--- src/rtl/lfsr_crc_check.sv ---
// Receive CRC checker: checks the appended FCS, strips it, and pulses a per-frame verdict.
// Latency: payload byte k is presented the cycle after input byte k+FCS_BYTES; status the cycle after s_last.
// Backpressure: s_ready drops only while the delay line is full and the output register is stalled.
module lfsr_crc_check #(
    parameter int                    LFSR_WIDTH = 32,
    parameter logic [LFSR_WIDTH-1:0] LFSR_POLY  = 32'h04c11db7,
    parameter logic [LFSR_WIDTH-1:0] LFSR_INIT  = '1,
    parameter bit                    REVERSE    = 1'b1,
    parameter logic [LFSR_WIDTH-1:0] RESIDUE    = 32'hdebb20e3,
    parameter int                    MIN_LEN    = 64
) (
    input  logic       clk,
    input  logic       rst,
    input  logic [7:0] s_data,
    input  logic       s_valid,
    output logic       s_ready,
    input  logic       s_last,
    output logic [7:0] m_data,
    output logic       m_valid,
    input  logic       m_ready,
    output logic       m_last,
    output logic       status_valid,
    output logic       status_good,
    output logic       status_bad_crc,
    output logic       status_runt
);

    localparam int FCS_BYTES = LFSR_WIDTH / 8;
    localparam int CW        = $clog2(FCS_BYTES + 1);

    function automatic logic [LFSR_WIDTH-1:0] reflect(input logic [LFSR_WIDTH-1:0] v);
        logic [LFSR_WIDTH-1:0] r;
        r = '0;
        for (int i = 0; i < LFSR_WIDTH; i++) begin
            r[i] = v[LFSR_WIDTH-1-i];
        end
        return r;
    endfunction

    localparam logic [LFSR_WIDTH-1:0] POLY_REF = reflect(LFSR_POLY);

    // Galois update, one data bit per step; the reflected variant shifts right with the mirrored polynomial.
    function automatic logic [LFSR_WIDTH-1:0] crc_byte(input logic [LFSR_WIDTH-1:0] c,
                                                       input logic [7:0]            d);
        logic [LFSR_WIDTH-1:0] r;
        logic                  fb;
        r = c;
        for (int i = 0; i < 8; i++) begin
            if (REVERSE) begin
                fb = r[0] ^ d[i];
                r  = r >> 1;
                if (fb) r = r ^ POLY_REF;
            end else begin
                fb = r[LFSR_WIDTH-1] ^ d[7-i];
                r  = r << 1;
                if (fb) r = r ^ LFSR_POLY;
            end
        end
        return r;
    endfunction

    logic [7:0]            dly [FCS_BYTES];
    logic [CW-1:0]         cnt;
    logic [LFSR_WIDTH-1:0] crc;
    logic [LFSR_WIDTH-1:0] crc_nxt;
    logic [15:0]           len;
    logic [15:0]           len_nxt;
    logic                  buf_full;
    logic                  xfer;
    logic                  runt_nxt;
    logic                  bad_nxt;

    assign buf_full = (cnt == CW'(FCS_BYTES));
    assign s_ready  = !buf_full || !m_valid || m_ready;
    assign xfer     = s_valid && s_ready;

    always_comb begin
        crc_nxt  = crc_byte(crc, s_data);
        len_nxt  = (len == 16'hffff) ? len : len + 16'd1;
        runt_nxt = ({16'd0, len_nxt} < 32'(MIN_LEN));
        bad_nxt  = (crc_nxt != RESIDUE);
    end

    always_ff @(posedge clk) begin
        if (rst) begin
            for (int i = 0; i < FCS_BYTES; i++) begin
                dly[i] <= 8'd0;
            end
            cnt            <= '0;
            crc            <= LFSR_INIT;
            len            <= 16'd0;
            m_data         <= 8'd0;
            m_valid        <= 1'b0;
            m_last         <= 1'b0;
            status_valid   <= 1'b0;
            status_good    <= 1'b0;
            status_bad_crc <= 1'b0;
            status_runt    <= 1'b0;
        end else begin
            status_valid <= 1'b0;
            if (m_valid && m_ready) begin
                m_valid <= 1'b0;
            end
            if (xfer) begin
                dly[0] <= s_data;
                for (int i = 1; i < FCS_BYTES; i++) begin
                    dly[i] <= dly[i-1];
                end
                // Once FCS_BYTES are held, the oldest byte is known to be payload.
                if (buf_full) begin
                    m_data  <= dly[FCS_BYTES-1];
                    m_last  <= s_last;
                    m_valid <= 1'b1;
                end else begin
                    cnt <= cnt + CW'(1);
                end
                if (s_last) begin
                    cnt            <= '0;
                    crc            <= LFSR_INIT;
                    len            <= 16'd0;
                    status_valid   <= 1'b1;
                    status_good    <= !runt_nxt && !bad_nxt;
                    status_bad_crc <= bad_nxt;
                    status_runt    <= runt_nxt;
                end else begin
                    crc <= crc_nxt;
                    len <= len_nxt;
                end
            end
        end
    end

endmodule

--- config.mk ---
export PLATFORM = sky130hd
export DESIGN_NAME = lfsr_crc_check
export DESIGN_NICKNAME = d
export VERILOG_FILES = /design/src/rtl/lfsr_crc_check.sv
export SDC_FILE = /design/constraint.sdc
export NUM_CORES = 1
export LEC_CHECK = 0
export BUFFER_PORTS_ARGS = -buffer_cell sky130_fd_sc_hd__buf_2
export CORE_ASPECT_RATIO = 0.9
export CORE_MARGIN = 4
export CORE_UTILIZATION = 45
export DETAILED_ROUTE_END_ITERATION = 7
export REMOVE_ABC_BUFFERS = 1
export SLEW_MARGIN = 20
export SYNTH_ARGS = -nofsm -noshare
export SYNTH_HDL_FRONTEND = slang
export SYNTH_SLANG_ARGS = --single-unit
--- constraint.sdc ---
create_clock -name clk -period 7.55 [get_ports clk]
set_clock_uncertainty 0.05 [all_clocks]
set_input_delay 1.51 -clock clk [delete_from_list [all_inputs] [get_ports clk]]
set_output_delay 1.51 -clock clk [all_outputs]
set_load 0.02 [all_outputs]
---- Word-level counts from Yosys, hierarchy flattened ----
Memories as Yosys holds them, arrays and structs flattened. A register that Yosys moved wholly into a read port is not among the register bits.
Index checks and enable logic that the tools add are counted.
storage, ports and cells
  bits in registers ....................... 57
  memory bits (writable) .................. 32
  input bits .............................. 13
  output and inout port bits .............. 15
  word-level logic and storage cells ...... 77
  memories ................................ 1
memory list
  name  depth  width  read ports  clocked after Yosys merged registers in  wr ports  RTL line  source
  dly   4      8      4           1                                        4         62        logic [7:0] dly [FCS_BYTES];
cells by class
  $add $sub $neg .......................... 2
  magnitude comparators ................... 1
  equal/unequal tests ..................... 4
  multiplexer cells ....................... 26
  bitwise gates (word level) .............. 21
  reduce and logical (&&, ||, !) cells .... 13
operator list
  kind                   number
  $mux 32                9
  $not 13->14            8
  $mux 16                2
  $mux 8                 4
  $ne 32x32->1 const B   1
  $add 16x1->16 const B  1
  $eq 16x16->1 const B   1
  $lt 16x7->1 const B    1
  $mux 1                 9
  $xor 1x1->1            8
  $mux 3                 2
  $reduce_and 2->1       3
  $logic_not 1->1        4
  $or 1x1->1             4
  $add 3x1->3 const B    1
  $eq 3x3->1 const B     1
  $logic_and 1x1->1      3
  $logic_or 1x1->1       2
  $ne 2x2->1 const B     1
  $reduce_or 2->1        1
  $not 1->1              1

---- Depth between registers and ports, before layout ----
Gate-level depths: netlist (run 1).
  depth after elaboration ................. 19
  gate-level depth with buffers ........... 10
  gate-level depth less buffers ........... 10

---- Worst setup path after synthesis (run 1) ----
No wires, ideal clock.
  path kind ............................... input to register
  start ................................... input m_ready
  end ..................................... memory dly[0][0] (enable)
  setup time .............................. 0.474 ns
  data arrival time ....................... 3.447 ns
  data required time ...................... 7.026 ns
  slack ................................... 3.580 ns
  stages on the path ...................... 6
  path buffers ............................ 2
  cell sequence ........................... nand4b_1 > and2_1 > clkbuf_1 > nor2_1 > clkinv_1 > clkbuf_1
RTL lines
  what             RTL line  source
  start, declared  20        input logic m_ready,
  end, declared    62

---- Final worst setup path (run 1) ----
  start ................................... input s_data[7]
  end ..................................... register status_good
on the way
  word-level cells in the longest chain between the ends .. 5
RTL lines
  what                  RTL line  source
  start, declared       14        input logic [7:0] s_data,
  $xor 1x1->1           50        fb = r[0] ^ d[i];
  $mux 32               52        if (fb) r = r ^ POLY_REF;
  $ne 32x32->1          81        bad_nxt = (crc_nxt != RESIDUE);
  $logic_not 1->1       122       status_good <= !runt_nxt && !bad_nxt;
  $logic_and 1x1->1     122
  end signal, assigned  122
  end, declared         23        output logic status_good,
Every way passes these cells.
A chain may end at the register's enable or synchronous reset.

==> results of run 1 <==
## cell usage in the layout (no fill, tap or decap), drive strengths merged, types with 3 or more instances in the layout
cell type,count
dfxtp,65
nor2,57
a21oi,53
xnor2,46
nand2,41
and2,35
edfxtp,32
buf,32
xor2,23
nand3,12
xnor3,11
nor3,11
clkbuf,10
nand4,9
inv,9
o21ai,8
or3,6
nand2b,4
nand3b,4
and3,4
mux2i,4
o31ai,4
ha,4
a31oi,3
a2111oi,3
## sequential cells by signal, indices dropped and copies added (netlist names), 3 cells and up
name / cells
dly: 32
cnt: 3
len: 16
m_data: 8
crc: 32
## cells in the mapped netlist, types with 2 or more instances
cell type	instances
dfxtp_1	65
nor2_1	57
a21oi_1	53
nand2_1	41
xnor2_1	36
and2_1	35
edfxtp_1	32
xor2_1	21
clkbuf_1	19
nand3_1	12
nor3_1	11
xnor3_1	11
nand4_1	9
o21ai_0	8
or3_1	6
xnor2_2	5
xnor2_4	5
and3_1	4
ha_1	4
mux2i_1	4
nand2b_1	4
nand3b_1	4
o31ai_1	4
a2111oi_0	3
a31oi_1	3
inv_1	3
a211oi_1	2
a22o_1	2
a32oi_1	2
and4_1	2
inv_2	2
or2_2	2
or3b_1	2
xor2_2	2
## worst min path at each step
stage               from   endpoint  slack [ns]  cells after the start
2_1_floorplan     crc[9]     crc[9]        0.41                      1
3_3_place_gp   m_data[0]  m_data[0]        0.39                      2
3_5_place_dp   m_data[2]  m_data[2]        0.39                      2
4_1_cts        m_data[2]  m_data[2]        0.40                      2
5_1_grt        m_data[2]  m_data[2]        0.42                      2
6_report       m_data[2]  m_data[2]        0.40                      2
## kinds of logic after synthesis
| group | share of synthesized area, % |
|---|---|
| mux | 1.04 |
| fa+ha+maj | 1.02 |
| xor+xnor | 20.8 |
| flops | 45.9 |
| simple gates | 19.5 |
| compound gates | 9.72 |
| buf+inv | 2.01 |
## through the flow
step           power [uW]  cells
6_report             1540    646
5_1_grt              1620    646
4_1_cts              1550    646
3_5_place_dp         1080    630
3_3_place_gp         1080    630
2_1_floorplan         977    469
## critical path: cells and delay by family
kind | cells | cell delay, ns
buffers and inverters | 2 | 0.28
adder cells (fa/ha/maj) | 1 | 0.16
XOR/XNOR | 2 | 0.65
AND/OR/NAND/NOR | 3 | 0.56
AO/OA/AOI/OAI | 3 | 0.79
## per-layer routing
| layer | track usage, % | share of wire, % | vias up |
|---|---|---|---|
| met5 | 0 | 0 | - |
| met4 | 6.86 | 2.6 | 0 |
| met3 | 4.89 | 4.6 | 22 |
| met2 | 25.3 | 45 | 78 |
| met1 | 21.2 | 48 | 1602 |
| li1 | - | - | 1740 |
## power by group through the flow
stage                     registers, uW  logic [uW]  clock network (uW)
final                               609         462                 464
after global routing                614         500                 504
after CTS                           609         461                 475
after detailed placement            621         458                   0
after global placement              620         459                   0
after floorplan                     615         362                   0
## layout make-up
class,count,area [sq um],share of cell area (%)
Multi-Input combinational cell,366,2570,46.8
Sequential cell,97,2260,41.2
Clock buffer,10,229,4.17
Timing Repair Buffer,32,173,3.14
Tap cell,129,161,2.94
Clock inverter,6,72.6,1.32
Inverter,6,22.5,0.410
==> flow_summary.toml, run 1 <==
[finish]
fin_area_sq_um = 5490
diodes = 0
nets = 529
synthToLayoutAreaGrowth_pct = 11.4
drive_above_1_share_pct = 13.2
fin_util_pct = 52.5
nFillCells = 947

[sta]
fmax_mhz = 269
relSlewSlack_pct = 43.9
setup_viol = 0
worst_slew_pin_slew_ns = 0.820
hold_viol_final = 0
holdWs_ns = 0.401
final.min_clock_period_ns = 3.72
slew_viol_final = 0
rsz0062_at_grt = "no"
fin_crit_sh_pct = 49.3
tns_ns = 0
worst_slack_ns = 3.83

[yosys]
ys_seq_area_share_pct = 45.9
yosysUniqueCellTypes = 48
synthCells = 489
yosys_warnings = 0
syn_avg_cell_area_sq_um = 10.1
synth_edf_count = 32
yosys.area.top_type = "dfxtp_1"
synth_top_area_share_pct = 26.4
syn-cell-area_sq_um = 4930
async_reset_ff_share_pct = 0
synth_seq_cells = 97
synthTopCellsByArea = "dfxtp_1, edfxtp_1, xnor2_1, a21oi_1, xnor3_1"
synth_ff_type = "dfxtp_1"

[global_route]
grt_max_degree = 43
grt_pass1_wl_microns = 16400
groute.usage.overall_pct = 16.3
overflow = 0
grt_pass1_vias = 3265
antenna_found_initial = 0

[power_and_ir_drop]
vdd_drop_max_v = 0.000194
power_density_nw_per_um2 = 280
power.internal_uw = 1060
combPwrFrac_pct = 30.1
p_sw_uw = 476
clockPowerShare_pct = 30.2
p_seq_share_pct = 39.7
power.leakage_uw = 0.00211
swShare_pct = 31.0

[worst_setup_path]
endpoint = "status_good"
critPathRequiredTime_ns = 7.79
regToRegEndpoint = "status_good"
start_kind = "input port"
crit_slowest_cell = "xnor2_2"
reg2reg_depth = 10
regToRegSetupSlack_ns = 4.75
arrival_ns = 3.96
critical_path_class = "in2reg"
worstPathMaxFanout = 6
reg2reg_from = "crc[7]"
crit_start = "s_data[7]"
crit_path_max_incr_delay_ns = 0.42
end_kind = "register"
worstPathCellList = "buf_2 > xnor2_2 > xnor2_4 > inv_2 > ha_1 > nand2_1 > a2111oi_0 > nand4_1 > a221o_1 > nor4_2 > a22o_1"

[min_path]
hold_class = "reg2reg"

[floorplan]
coreArea_sq_um = 10500
die-width_microns = 118
rows = 35
die-area_sq_um = 12700
start_util_pct = 47.1
die_h_microns = 107
ios = 28

[cts]
root_buffer = "clkbuf_16"
htreeDepth = 3
insertion_delay_ns = 0.34
cts.sinks = 97
postCtsHoldBufs = 0
cts_buffers = 9
post-cts-setup-buffers = 0
clockBufferDepth = 2
cts_tree = "yes"
cts_resized = 0
clkSlewWorstSetupHoldPaths_ns = 0.07

[drt]
drc_errors = 0
antenna_left = 0
drt-pass1-iter-count = 5
post_drt_wl_per_cell_microns = 15.2
vias = 3442
viasPerCell = 5.33
drt_wl_total_microns = 9800
dr.first_iter.drc_count = 123

[placed_design]
place.gp.congestion = 0.897
pre_cts_slack_ns = 3.50
dp_hpwl_microns = 6920
placed_area_sq_um = 5190
io_buffer_count = 27

[flow_run]
maxCapViolations = 0

[status]
status = "completed"
No activity file was read; power rests on OpenSTA's default activity.
==> run 2, diff against run 1 <==
==> constraint.sdc (replaced) <==
create_clock -name clk -period 3.32 [get_ports clk]
set_clock_uncertainty 0.05 [all_clocks]
set_input_delay 0.664 -clock clk [delete_from_list [all_inputs] [get_ports clk]]
set_output_delay 0.664 -clock clk [all_outputs]
set_load 0.02 [all_outputs]
==> flow_summary.toml, run 2 (synthesis results as in run 1) <==
[sta]
hold_viol_final = 0
relSlewSlack_pct = 62.0
worst_slew_pin_slew_ns = 0.555
fmax_mhz = 373
fin_crit_sh_pct = 80.7
slew_viol_final = 0
final.min_clock_period_ns = 2.68
rsz0062_at_grt = "no"
setup_viol = 0
worst_slack_ns = 0.640
holdWs_ns = 0.402

[min_path]
hold_class = "reg2reg"
min_from = "m_data[2]"

[cts]
cts.sinks = 97
clockBufferDepth = 2
clkSlewWorstSetupHoldPaths_ns = 0.07
cts_buffers = 9
cts_tree = "yes"
cts_resized = 0
htreeDepth = 3
postCtsHoldBufs = 0
root_buffer = "clkbuf_16"
insertion_delay_ns = 0.35
post-cts-setup-buffers = 0

[floorplan]
die-width_microns = 118
rows = 35
start_util_pct = 47.1
die-area_sq_um = 12700
ios = 28
die_h_microns = 107
coreArea_sq_um = 10500

[finish]
nFillCells = 932
final_cell_mix = "dfxtp_1, nor2_1, a21oi_1"
reg_top3 = "crc (32), dly (32), len (16)"
drive_above_1_share_pct = 14.3
nets = 537
synthToLayoutAreaGrowth_pct = 13.7
final_common_cell = "dfxtp_1"
diodes = 0

[placed_design]
place.gp.congestion = 0.871
dp_hpwl_microns = 7150
io_buffer_count = 27
pre_cts_slack_ns = 0.297

[drt]
drt_wl_total_microns = 10000
post_drt_wl_per_cell_microns = 15.3
vias = 3469
drc_errors = 0
dr.first_iter.drc_count = 255
viasPerCell = 5.30
drt-pass1-iter-count = 4
antenna_left = 0

[worst_setup_path]
critPathRequiredTime_ns = 3.56
worstPathCellList = "buf_2 > xor2_1 > xnor2_2 > inv_2 > or3_1 > a2111oi_0 > o21ai_0 > nor4_2 > a22o_1"
critPathTopFamily = "compound AO/OA/AOI/OAI gates"
crit_slowest_cell = "xor2_1"
reg2reg_from = "crc[0]"
crit_start = "s_data[0]"
start_kind = "input port"
arrival_ns = 2.92
critPathBufInv = 2
crit_path_max_incr_delay_ns = 0.40
end_kind = "register"
worstPathMaxFanout = 6
critical_path_class = "in2reg"

[global_route]
groute.usage.overall_pct = 16.9
grt_max_degree = 42
grt_pass1_vias = 3333
grt_pass1_wl_microns = 17000
antenna_found_initial = 0
overflow = 0

[flow_run]
maxCapViolations = 0

[power_and_ir_drop]
power.leakage_uw = 0.00218
power_density_nw_per_um2 = 647
vdd_drop_max_v = 0.000282

[status]
status = "completed"
==> run 2: cell type report <==
type	count	area, sq um	share of cell area [%]
multi-input cells	366	2570	45.9
flip-flops and latches	97	2260	40.4
clock buffers	11	254	4.53
repair buffers	40	245	4.38
well taps	129	161	2.88
clock inverters	5	83.8	1.50
inverters	6	22.5	0.402
==> run 2: worst paths after layout <==
path	to	slack, ns	cells after the start
max	status_good	0.64	9
min	m_data[2]	0.40	2
max reg2reg	status_good	0.65	8
min reg2reg	m_data[2]	0.40	2
==> run 2: layer usage <==
metal / share of wire [%] / vias to the layer above / global-route usage [%]
met1: 48 / 1635 / 22.2
li1: - / 1758 / -
met5: 0 / - / 0
met2: 46 / 62 / 27.4
met3: 4.9 / 14 / 4.73
met4: 1.1 / 0 / 4.60
==> run 2: power by group <==
group / leakage, uW / switching [uW] / internal (uW) / total, uW
clock: 0.000165 / 454 / 712 / 1170
combinational: 0.00113 / 556 / 516 / 1070
sequential: 0.000881 / 65.8 / 1320 / 1380
==> run 2: worst reg2reg max path: cells and delay by family, from the launching register on <==
kind                      cells  cell delay [ns]
and+or+nand+nor               2             0.69
xor gates and xnor gates      2             0.62
DFF                           1             0.42
buffers and inverters         1             0.11
AOI/OAI and AO/OA             3             0.73
==> run 2: per-stage QoR <==
| stage | utilization [%] | power [uW] | setup TNS, ns | cells | cell area, sq um |
|---|---|---|---|---|---|
| 5_1_grt | 53.5 | 3810 | 0 | 654 | 5600 |
| 3_5_place_dp | 50.3 | 2470 | 0 | 638 | 5260 |
| 2_1_floorplan | - | 2220 | -16.70 | 469 | 4850 |
| 3_3_place_gp | 50.3 | 2470 | 0 | 638 | 5260 |
| 6_report | 53.5 | 3620 | 0 | 654 | 5600 |
| 4_1_cts | 53.5 | 3660 | 0 | 654 | 5600 |
==> run 3, diff against run 2 <==
--- a/config.mk
+++ b/config.mk
@@ -5,6 +5,7 @@
 export SDC_FILE = /design/constraint.sdc
 export NUM_CORES = 1
 export LEC_CHECK = 0
+export ABC_AREA = 1
 export BUFFER_PORTS_ARGS = -buffer_cell sky130_fd_sc_hd__buf_2
 export CORE_ASPECT_RATIO = 0.9
 export CORE_MARGIN = 4
==> constraint.sdc (replaced) <==
create_clock -name clk -period 2.55 [get_ports clk]
set_clock_uncertainty 0.05 [all_clocks]
set_input_delay 0.51 -clock clk [delete_from_list [all_inputs] [get_ports clk]]
set_output_delay 0.51 -clock clk [all_outputs]
set_load 0.02 [all_outputs]
==> flow_summary.toml, run 3 <==
[drt]
antenna_left = 0
routed-wl-met2_microns = 6170
dr.first_iter.drc_count = 384
drt_wl_total_microns = 13200
drc_errors = 0
vias = 4867
routed.top_layer = "met4"
viasPerCell = 5.00
wl_met3_microns = 773
drt-pass1-iter-count = 5
post_drt_wl_per_cell_microns = 13.6
drt-met1-wl_microns = 6010

[worst_setup_path]
worstPathMaxFanout = 22
start_kind = "register"
critical_path_class = "reg2reg"
reg2reg_depth = 13
crit_path_max_incr_delay_ns = 0.34
critPathRequiredTime_ns = 2.73
crit_slowest_cell = "dfxtp_1"
worstPathCellList = "inv_1 > ha_1 > nand2_1 > inv_2 > nand2_1 > nand2_1 > nor2_1 > inv_2 > nor2_1 > buf_12 > inv_2 > nor2_1 > a21oi_1"
arrival_ns = 2.37
end_kind = "register"

[sta]
relSlewSlack_pct = 69.4
fmax_mhz = 457
final.min_clock_period_ns = 2.19
setup_viol = 0
hold_viol_final = 0
worst_slew_pin_slew_ns = 0.458
fin_crit_sh_pct = 85.7
worst_slack_ns = 0.364
rsz0062_at_grt = "no"
slew_viol_final = 0

[finish]
synthToLayoutAreaGrowth_pct = 11.7
fin_area_sq_um = 6050
final_cell_mix = "nand2_1, inv_1, nor2_1"
fin_util_pct = 52.1
nFillCells = 1150
diodes = 0
nets = 829
reg_top3 = "crc (32), dly (32), len (16)"
drive_above_1_share_pct = 14.7
final_common_cell = "nand2_1"

[yosys]
synth_top_area_share_pct = 24.0
yosys.area.top_type = "dfxtp_1"
syn-cell-area_sq_um = 5410
synth_ff_type = "dfxtp_1"
syn_avg_cell_area_sq_um = 6.95
synth_seq_cells = 97
synthTopCellsByArea = "dfxtp_1, nand2_1, edfxtp_1, inv_1, nor2_1"
yosysMostFrequentCell = "nand2_1"
synthCells = 779
ys_seq_area_share_pct = 41.8
yosys-top-cells-count = "nand2_1, inv_1, nor2_1"
yosysUniqueCellTypes = 33
synth_edf_count = 32
yosys_warnings = 0
async_reset_ff_share_pct = 0

[cts]
cts.sinks = 97
post-cts-setup-buffers = 0
clockBufferDepth = 2
htreeDepth = 3
cts_buffers = 9
postCtsHoldBufs = 0
cts_resized = 0
insertion_delay_ns = 0.35
clkSlewWorstSetupHoldPaths_ns = 0.07
cts_tree = "yes"
root_buffer = "clkbuf_16"

[global_route]
overflow = 0
groute.usage.overall_pct = 20.4
grt_pass1_vias = 4746
grt_pass1_wl_microns = 22300
grt_max_degree = 34
antenna_found_initial = 0

[min_path]
hold_class = "reg2reg"
hold_depth = 2

[status]
status = "completed"

[power_and_ir_drop]
power.leakage_uw = 0.00296
vdd_drop_max_v = 0.000389
power_density_nw_per_um2 = 619

[placed_design]
placed_area_sq_um = 5780
io_buffer_count = 27
pre_cts_slack_ns = 0.289
dp_hpwl_microns = 9770
place.gp.congestion = 0.922

[floorplan]
die-area_sq_um = 13800
ios = 28
die_h_microns = 112
coreArea_sq_um = 11600
rows = 37
start_util_pct = 46.6
die-width_microns = 124

[flow_run]
maxCapViolations = 0
## run 3: cell types whose count changed after synthesis, moves of 26 or more
cell | previous run | this run
nand2_2 | 0 | 29
a21oi_1 | 53 | 27
inv_1 | 3 | 107
and2_1 | 35 | 0
xnor2_1 | 36 | 1
nand2_1 | 41 | 265
## run 3: cell families (layout without fill, tap and decap cells)
family	count (synthesis)	in the layout	synth area share, %
AO/OA/AOI/OAI	74	74	7.81
AND/OR/NAND/NOR	444	444	36.5
adder cells (fa/ha/maj)	4	4	0.925
flip-flops	97	97	41.8
buffers and inverters	141	179	9.94
XOR/XNOR	19	19	3.07
## run 3: worst max-delay path, delay by kind of cell, from the launching register on
kind | cells | cell delay (ns)
and+or+nand+nor | 6 | 0.82
buffers and inverters | 5 | 0.57
DFF | 1 | 0.34
adders and majority gates | 1 | 0.19
AOI/OAI and AO/OA | 1 | 0.06
## run 3: stage by stage
stage               std cells  TNS (ns)  hold WS [ns]  total power [uW]
finish                    973         0         0.411              3740
global route              973         0         0.434              3940
CTS                       973         0         0.398              3770
detailed placement        957         0         0.407              2500
global placement          957         0         0.398              2480
floorplan                 768     -2.38         0.395              2290
## run 3: final timing paths
kind / end / start / slack (ns)
setup / recovery: crc[7] / cnt[0] / 0.36
hold / removal: m_data[3] / m_data[3] / 0.41
setup reg to reg: crc[7] / cnt[0] / 0.36
hold reg to reg: m_data[3] / m_data[3] / 0.41
## run 3: cell type report
class | count | area, sq um | area share (%)
inverters | 130 | 490 | 8.11
well taps | 156 | 195 | 3.23
repair buffers | 33 | 218 | 3.60
multi-input cells | 541 | 2610 | 43.2
flip-flops and latches | 97 | 2260 | 37.4
clock buffers | 14 | 254 | 4.20
clock inverters | 2 | 16.3 | 0.269
## run 3: power by group
group	internal (uW)	leakage, uW	switching (uW)	total (uW)
Combinational	232	0.00195	531	763
Sequential	1670	0.000883	41.3	1710
Clock	692	0.000127	573	1260
## run 3: layer usage
metal / vias up / global-route usage (%)
li1: 2477 / -
met1: 2232 / 26.4
met2: 134 / 33.4
met3: 24 / 5.19
met4: 0 / 5.90
met5: - / 0
